$ cat src/rtl/mem_bus_arbiter.sv
// Arbiter sharing one single-port memory bus between instruction fetch and data access.
// Optional MEM_ARB_TIMEOUT_EN adds an ack watchdog that ends a hung cycle and pulses err_o.
module mem_bus_arbiter #(
    parameter int ADDR_W  = 32,
    parameter int DATA_W  = 32,
    parameter int TIMEOUT = 255
) (
    input  logic                clk,
    input  logic                rst,
    input  logic                i_ce_i,
    input  logic [ADDR_W-1:0]   i_addr_i,
    output logic [DATA_W-1:0]   i_data_o,
    output logic                i_stall_o,
    input  logic                d_ce_i,
    input  logic                d_we_i,
    input  logic [DATA_W/8-1:0] d_sel_i,
    input  logic [ADDR_W-1:0]   d_addr_i,
    input  logic [DATA_W-1:0]   d_data_i,
    output logic [DATA_W-1:0]   d_data_o,
    output logic                d_stall_o,
    output logic                m_ce_o,
    output logic                m_we_o,
    output logic [DATA_W/8-1:0] m_sel_o,
    output logic [ADDR_W-1:0]   m_addr_o,
    output logic [DATA_W-1:0]   m_data_o,
    input  logic [DATA_W-1:0]   m_data_i,
    input  logic                m_ack_i,
    output logic                err_o
);

    localparam int SEL_W = DATA_W / 8;

    typedef enum logic [1:0] {
        IDLE  = 2'd0,
        D_ACC = 2'd1,
        I_ACC = 2'd2,
        DONE  = 2'd3
    } state_t;

    state_t              r_state;
    logic                r_i_done;
    logic                r_d_done;
    logic                w_tmo;
    logic                w_end;
    logic [DATA_W-1:0]   w_rdata;

    assign w_end     = m_ack_i | w_tmo;
    assign w_rdata   = w_tmo ? {DATA_W{1'b0}} : m_data_i;
    assign i_stall_o = i_ce_i & ~r_i_done;
    assign d_stall_o = d_ce_i & ~r_d_done;

`ifdef MEM_ARB_TIMEOUT_EN
    localparam int CNT_W = (TIMEOUT > 255) ? $clog2(TIMEOUT + 1) : 8;

    logic [CNT_W-1:0] r_tmo_cnt;
    logic             r_err;

    // A cycle times out on the wait cycle where the count reaches TIMEOUT without an ack.
    assign w_tmo = ((r_state == D_ACC) || (r_state == I_ACC)) && !m_ack_i &&
                   (r_tmo_cnt == CNT_W'(TIMEOUT - 1));
    assign err_o = r_err;

    // Wait-cycle counter, cleared outside an access, plus the registered error pulse.
    always_ff @(posedge clk or negedge rst) begin
        if (!rst) begin
            r_tmo_cnt <= {CNT_W{1'b0}};
            r_err     <= 1'b0;
        end else begin
            r_err <= w_tmo;
            if (((r_state == D_ACC) || (r_state == I_ACC)) && !w_end) begin
                r_tmo_cnt <= r_tmo_cnt + {{(CNT_W-1){1'b0}}, 1'b1};
            end else begin
                r_tmo_cnt <= {CNT_W{1'b0}};
            end
        end
    end
`else
    assign w_tmo = 1'b0;
    assign err_o = 1'b0;
`endif

    // Grant FSM: data wins ties, m_* held for the whole access, DONE blocks a stale re-grant.
    always_ff @(posedge clk or negedge rst) begin
        if (!rst) begin
            r_state  <= IDLE;
            r_i_done <= 1'b0;
            r_d_done <= 1'b0;
            m_ce_o   <= 1'b0;
            m_we_o   <= 1'b0;
            m_sel_o  <= {SEL_W{1'b0}};
            m_addr_o <= {ADDR_W{1'b0}};
            m_data_o <= {DATA_W{1'b0}};
            i_data_o <= {DATA_W{1'b0}};
            d_data_o <= {DATA_W{1'b0}};
        end else begin
            case (r_state)
                IDLE: begin
                    r_i_done <= 1'b0;
                    r_d_done <= 1'b0;
                    if (d_ce_i) begin
                        m_ce_o   <= 1'b1;
                        m_we_o   <= d_we_i;
                        m_sel_o  <= d_sel_i;
                        m_addr_o <= d_addr_i;
                        m_data_o <= d_data_i;
                        r_state  <= D_ACC;
                    end else if (i_ce_i) begin
                        m_ce_o   <= 1'b1;
                        m_we_o   <= 1'b0;
                        m_sel_o  <= {SEL_W{1'b1}};
                        m_addr_o <= i_addr_i;
                        m_data_o <= {DATA_W{1'b0}};
                        r_state  <= I_ACC;
                    end else begin
                        r_state  <= IDLE;
                    end
                end
                D_ACC: begin
                    if (w_end) begin
                        if (!m_we_o) begin
                            d_data_o <= w_rdata;
                        end
                        r_d_done <= 1'b1;
                        m_ce_o   <= 1'b0;
                        r_state  <= DONE;
                    end
                end
                I_ACC: begin
                    if (w_end) begin
                        i_data_o <= w_rdata;
                        r_i_done <= 1'b1;
                        m_ce_o   <= 1'b0;
                        r_state  <= DONE;
                    end
                end
                DONE: begin
                    r_i_done <= 1'b0;
                    r_d_done <= 1'b0;
                    r_state  <= IDLE;
                end
                default: begin
                    r_i_done <= 1'b0;
                    r_d_done <= 1'b0;
                    m_ce_o   <= 1'b0;
                    r_state  <= IDLE;
                end
            endcase
        end
    end

endmodule

$ cat config.mk
export PLATFORM = sky130hd
export DESIGN_NAME = mem_bus_arbiter
export DESIGN_NICKNAME = d
export VERILOG_FILES = /design/src/rtl/mem_bus_arbiter.sv
export SDC_FILE = /design/constraint.sdc
export NUM_CORES = 1
export LEC_CHECK = 0
export CAP_MARGIN = 15
export CELL_PAD_IN_SITES_DETAIL_PLACEMENT = 0
export CELL_PAD_IN_SITES_GLOBAL_PLACEMENT = 1
export CORE_UTILIZATION = 31
export DETAILED_ROUTE_END_ITERATION = 7
export PLACE_DENSITY_LB_ADDON = 0.2
export SETUP_SLACK_MARGIN = 0.02
export SYNTH_ARGS = -nofsm -noshare
export SYNTH_HDL_FRONTEND = slang
export SYNTH_SLANG_ARGS = --single-unit
$ cat constraint.sdc
create_clock -name clk -period 1.7 [get_ports clk]
set_input_delay 0.17 -clock clk [delete_from_list [all_inputs] [get_ports clk]]
set_output_delay 0.17 -clock clk [all_outputs]
set_load 0.005 [all_outputs]
==> impl_metrics.yaml <==
yosys:
  async_s_r_ff_share_synth_pct: 100.0
  ys_warn_count: 0
  post-synth-top-count-cell: "sky130_fd_sc_hd__dfrtp_1"
  synthTopCellsByArea: "sky130_fd_sc_hd__dfrtp_1 62%, sky130_fd_sc_hd__mux2_2 11%, sky130_fd_sc_hd__mux2i_1 5.8%, sky130_fd_sc_hd__a22o_1 5.2%, sky130_fd_sc_hd__o21ai_0 3.2%"
  postSynthRegisterBits: 138
  synth_top_family_by_area: "multiplexers"
  synthDistinctLibCells: 30
  synth_simple_gate_area_share_pct: 3.695
  avgSynthCellArea_sq_um: 13.95
  synth.top_cells.by_count: "138 x sky130_fd_sc_hd__dfrtp_1, 55 x sky130_fd_sc_hd__mux2_2, 35 x sky130_fd_sc_hd__nand2_1, 35 x sky130_fd_sc_hd__o21ai_0, 33 x sky130_fd_sc_hd__a22o_1"
  synth_top_area_share_pct: 62.19
  yosys-mux-area-fraction_pct: 19.36
  synth-compound-area-share_pct: 10.07
  synth-seq-area-share_pct: 62.19
  syn_area_sq_mm: 0.005553
  synth-edff-count: 0
  netlist_instances: 398
  yosys.area_share.adder_pct: 1.127
  yosys.area.top_type: "sky130_fd_sc_hd__dfrtp_1"
  synth-main-ff-cell: "sky130_fd_sc_hd__dfrtp_1"
  synth_fp_nets: 541
  synth-xor-area-share_pct: 0
timing:
  fmax_ghz: 0.6213
  report.final.hold_viol_count: 0
  setup_viol: 0
  finalCriticalPeriod_ns: 1.610
  final_min_period_over_clock_period_pct: 94.68
  fin_setup_tns_ns: 0
  finalClockSkew_ns: 0.009973
  slew_violations: 0
  unrepaired_setup_endpoints_after_global_routing: "no"
finish:
  non_filler_instance_count_after_layout: 916
  area_growth_pct: 65.23
  num_antenna_cells: 0
  layout-drive-gt1-share_pct: 16.64
  nets: 821
clocking:
  post-cts-setup-buffers: 0
  number_of_buffers_inserted_during_clock_tree_synthesis: 17
  clock_tree.htree_level_count: 4
  clockBufferDepth: 2
  tritoncts_num_sinks: 138
  ctsRootBufferMaster: "sky130_fd_sc_hd__clkbuf_16"
  clkTransAtPathRegs_ns: 0.06
  cts_tree: "done"
  clk_latency_ns: 0.41
pwr:
  seqPwrFrac_pct: 35.7
  leakage_uw: 0.003990
  switching_share_pct: 28.47
  worst_ir_drop_vdd_mv: 0.7918
  power.density_mw_per_mm2: 1747
  pwr-share-comb_pct: 41.8
  pwr-share-clk_pct: 22.5
  power.switching_uw: 4565
  p_int_uw: 11470
routing:
  routedWlPerCell_microns: 16.24
  route.detailed.vias_per_inst: 4.533
  first_iter_violations: 89
  ant_nets: 0
  drc: 0
  detailedRoute.firstPassIterationCount: 4
  detailroute.via_count: 4152
  wirelength_routed_mm: 14.88
global_routing:
  grt_first_pass_wirelength_mm: 22.94
  grt_start_max_net_pins: 72
  overflow: 0
  number_of_antenna_violations_at_the_first_check_in_global_routing: 0
  gr-usage-all-layers_pct: 16.53
  number_of_global_route_vias_before_repair: 4396
critical_path:
  critPathLaunch: "r_i_done"
  crit_path_max_fanout: 3
  critPathKind: "flop to primary output"
  crit_path_to: "i_stall_o"
  cp_data_required_time_ns: 1.53
  r2r_end: "i_data_o[21]"
  cp-end-kind: "primary output"
  cp_data_arrival_time_ns: 1.44
  reg2regPathDepth: 4
  crit_reg_reg_startpoint: "r_state[0]"
  timing.critical_path.from_type: "flop"
  ff_to_ff_setup_slack_ns: 0.13
placed_design:
  hpwl_mm: 10.91
  portBuffers: 273
  gpl.final_weighted_congestion: 0.7084
  post_place_cells: 883
floorplanning:
  die_y_microns: 135.8
  floorplan.core_area_sq_mm: 0.01742
  die-area_sq_mm: 0.01845
  rows: 48
  start_util_pct: 31.88
  fp.dieW_microns: 135.8
  number_of_i_o_pins: 275
min_path:
  min-delay-path-class: "input port to flop"
run:
  max-cap-violations: 0
outcome:
  run_status: "finished, final reports clean"
-- sequential cells by signal (all words and copies together), names as in the netlist --
signal	count
m_ce_o	1
m_data_o	32
m_sel_o	4
m_addr_o	32
r_i_done	1
r_state	2
r_d_done	1
i_data_o	32
d_data_o	32
m_we_o	1
-- power groups by stage --
stage	combinational [uW]	sequential, uW	clock (uW)
2_1_floorplan	2520	5810	0
3_3_place_gp	6710	5700	0
3_5_place_dp	6820	5750	0
4_1_cts	6830	5740	3730
5_1_grt	7290	5930	3890
6_report	6710	5720	3600
-- cell type report --
cell class | instances | area (sq um)
flip-flops and latches | 138 | 3453
fillers | 1509 | 8242
well taps | 225 | 281.5
clock buffers | 18 | 439.2
repair buffers | 287 | 2927
clock inverters | 14 | 146.4
multi-input cells | 230 | 1913
inverters | 4 | 15.01
-- worst min path at each step --
stage / slack (ns) / startpoint / cells past startpoint / to
floorplan: -0.13 / rst / 0 / d_data_o[0]
global placement: 0.11 / rst / 1 / d_data_o[26]
detailed placement: 0.11 / rst / 1 / i_data_o[26]
CTS: 0.20 / d_ce_i / 4 / r_state[1]
global route: 0.25 / d_ce_i / 4 / r_state[1]
finish: 0.23 / d_ce_i / 4 / r_state[1]
-- cell usage in the layout (no fill, tap or decap), drive strengths merged --
cell / instances
a21boi: 1
a21oi: 2
a22o: 33
and2: 2
buf: 15
bufinv: 2
clkbuf: 18
clkdlybuf4s50: 270
clkinv: 7
clkinvlp: 3
conb: 1
dfrtp: 138
dlygate4sd3: 1
dlymetal6s2s: 1
ha: 5
inv: 6
mux2: 64
mux2i: 32
nand2: 36
nand2b: 2
nand3b: 1
nor2: 4
nor2b: 1
nor3b: 1
o21a: 1
o21ai: 36
o22a: 4
o22ai: 3
o31ai: 1
-- metrics by stage --
step	power (uW)	instance area (sq um)	worst slack (ns)	util, %	hold slack (ns)
after CTS	16300	9173	0.05833	52.67	0.2049
after detailed placement	12570	8577	0.04034	49.25	0.1134
after floorplan	8335	5553	0.2043	-	-0.1256
after global placement	12410	8577	0.09079	49.25	0.1095
after global routing	17110	9175	0.02547	52.68	0.2509
final	16030	9175	0.09044	52.68	0.2264
-- worst max-delay path, stage by stage, from the launching register on --
cell and delay (ns):
sky130_fd_sc_hd__dfrtp_1 0.39, sky130_fd_sc_hd__nor2b_1 0.11, sky130_fd_sc_hd__clkdlybuf4s50_1 0.53
-- logic make-up (layout without fill, tap and decap cells) --
| group | count (synthesis) | after routing |
|---|---|---|
| other | 1 | 1 |
| adder cells (fa/ha/maj) | 5 | 5 |
| flip-flops | 138 | 138 |
| AND/OR/NAND/NOR | 47 | 47 |
| AO/OA/AOI/OAI | 81 | 81 |
| buffers and inverters | 30 | 323 |
| multiplexers | 96 | 96 |
-- layer usage --
metal	part of all wire (%)	wire length, microns	vias to the layer above	track usage (%)
met5	0	0	-	0
met4	1.5	227	0	6.180
met3	9.0	1335	14	6.264
met2	48	7165	171	26.96
met1	41	6148	1985	19.73
li1	-	-	1982	-
-- timing repair --
item	4_1_cts	5_1_grt
gates resized for setup	0	1
hold endpoints to repair	38	0
hold buffers	1	0
endpoints found under the setup margin	0	1
No activity file was read; power rests on OpenSTA's default activity.
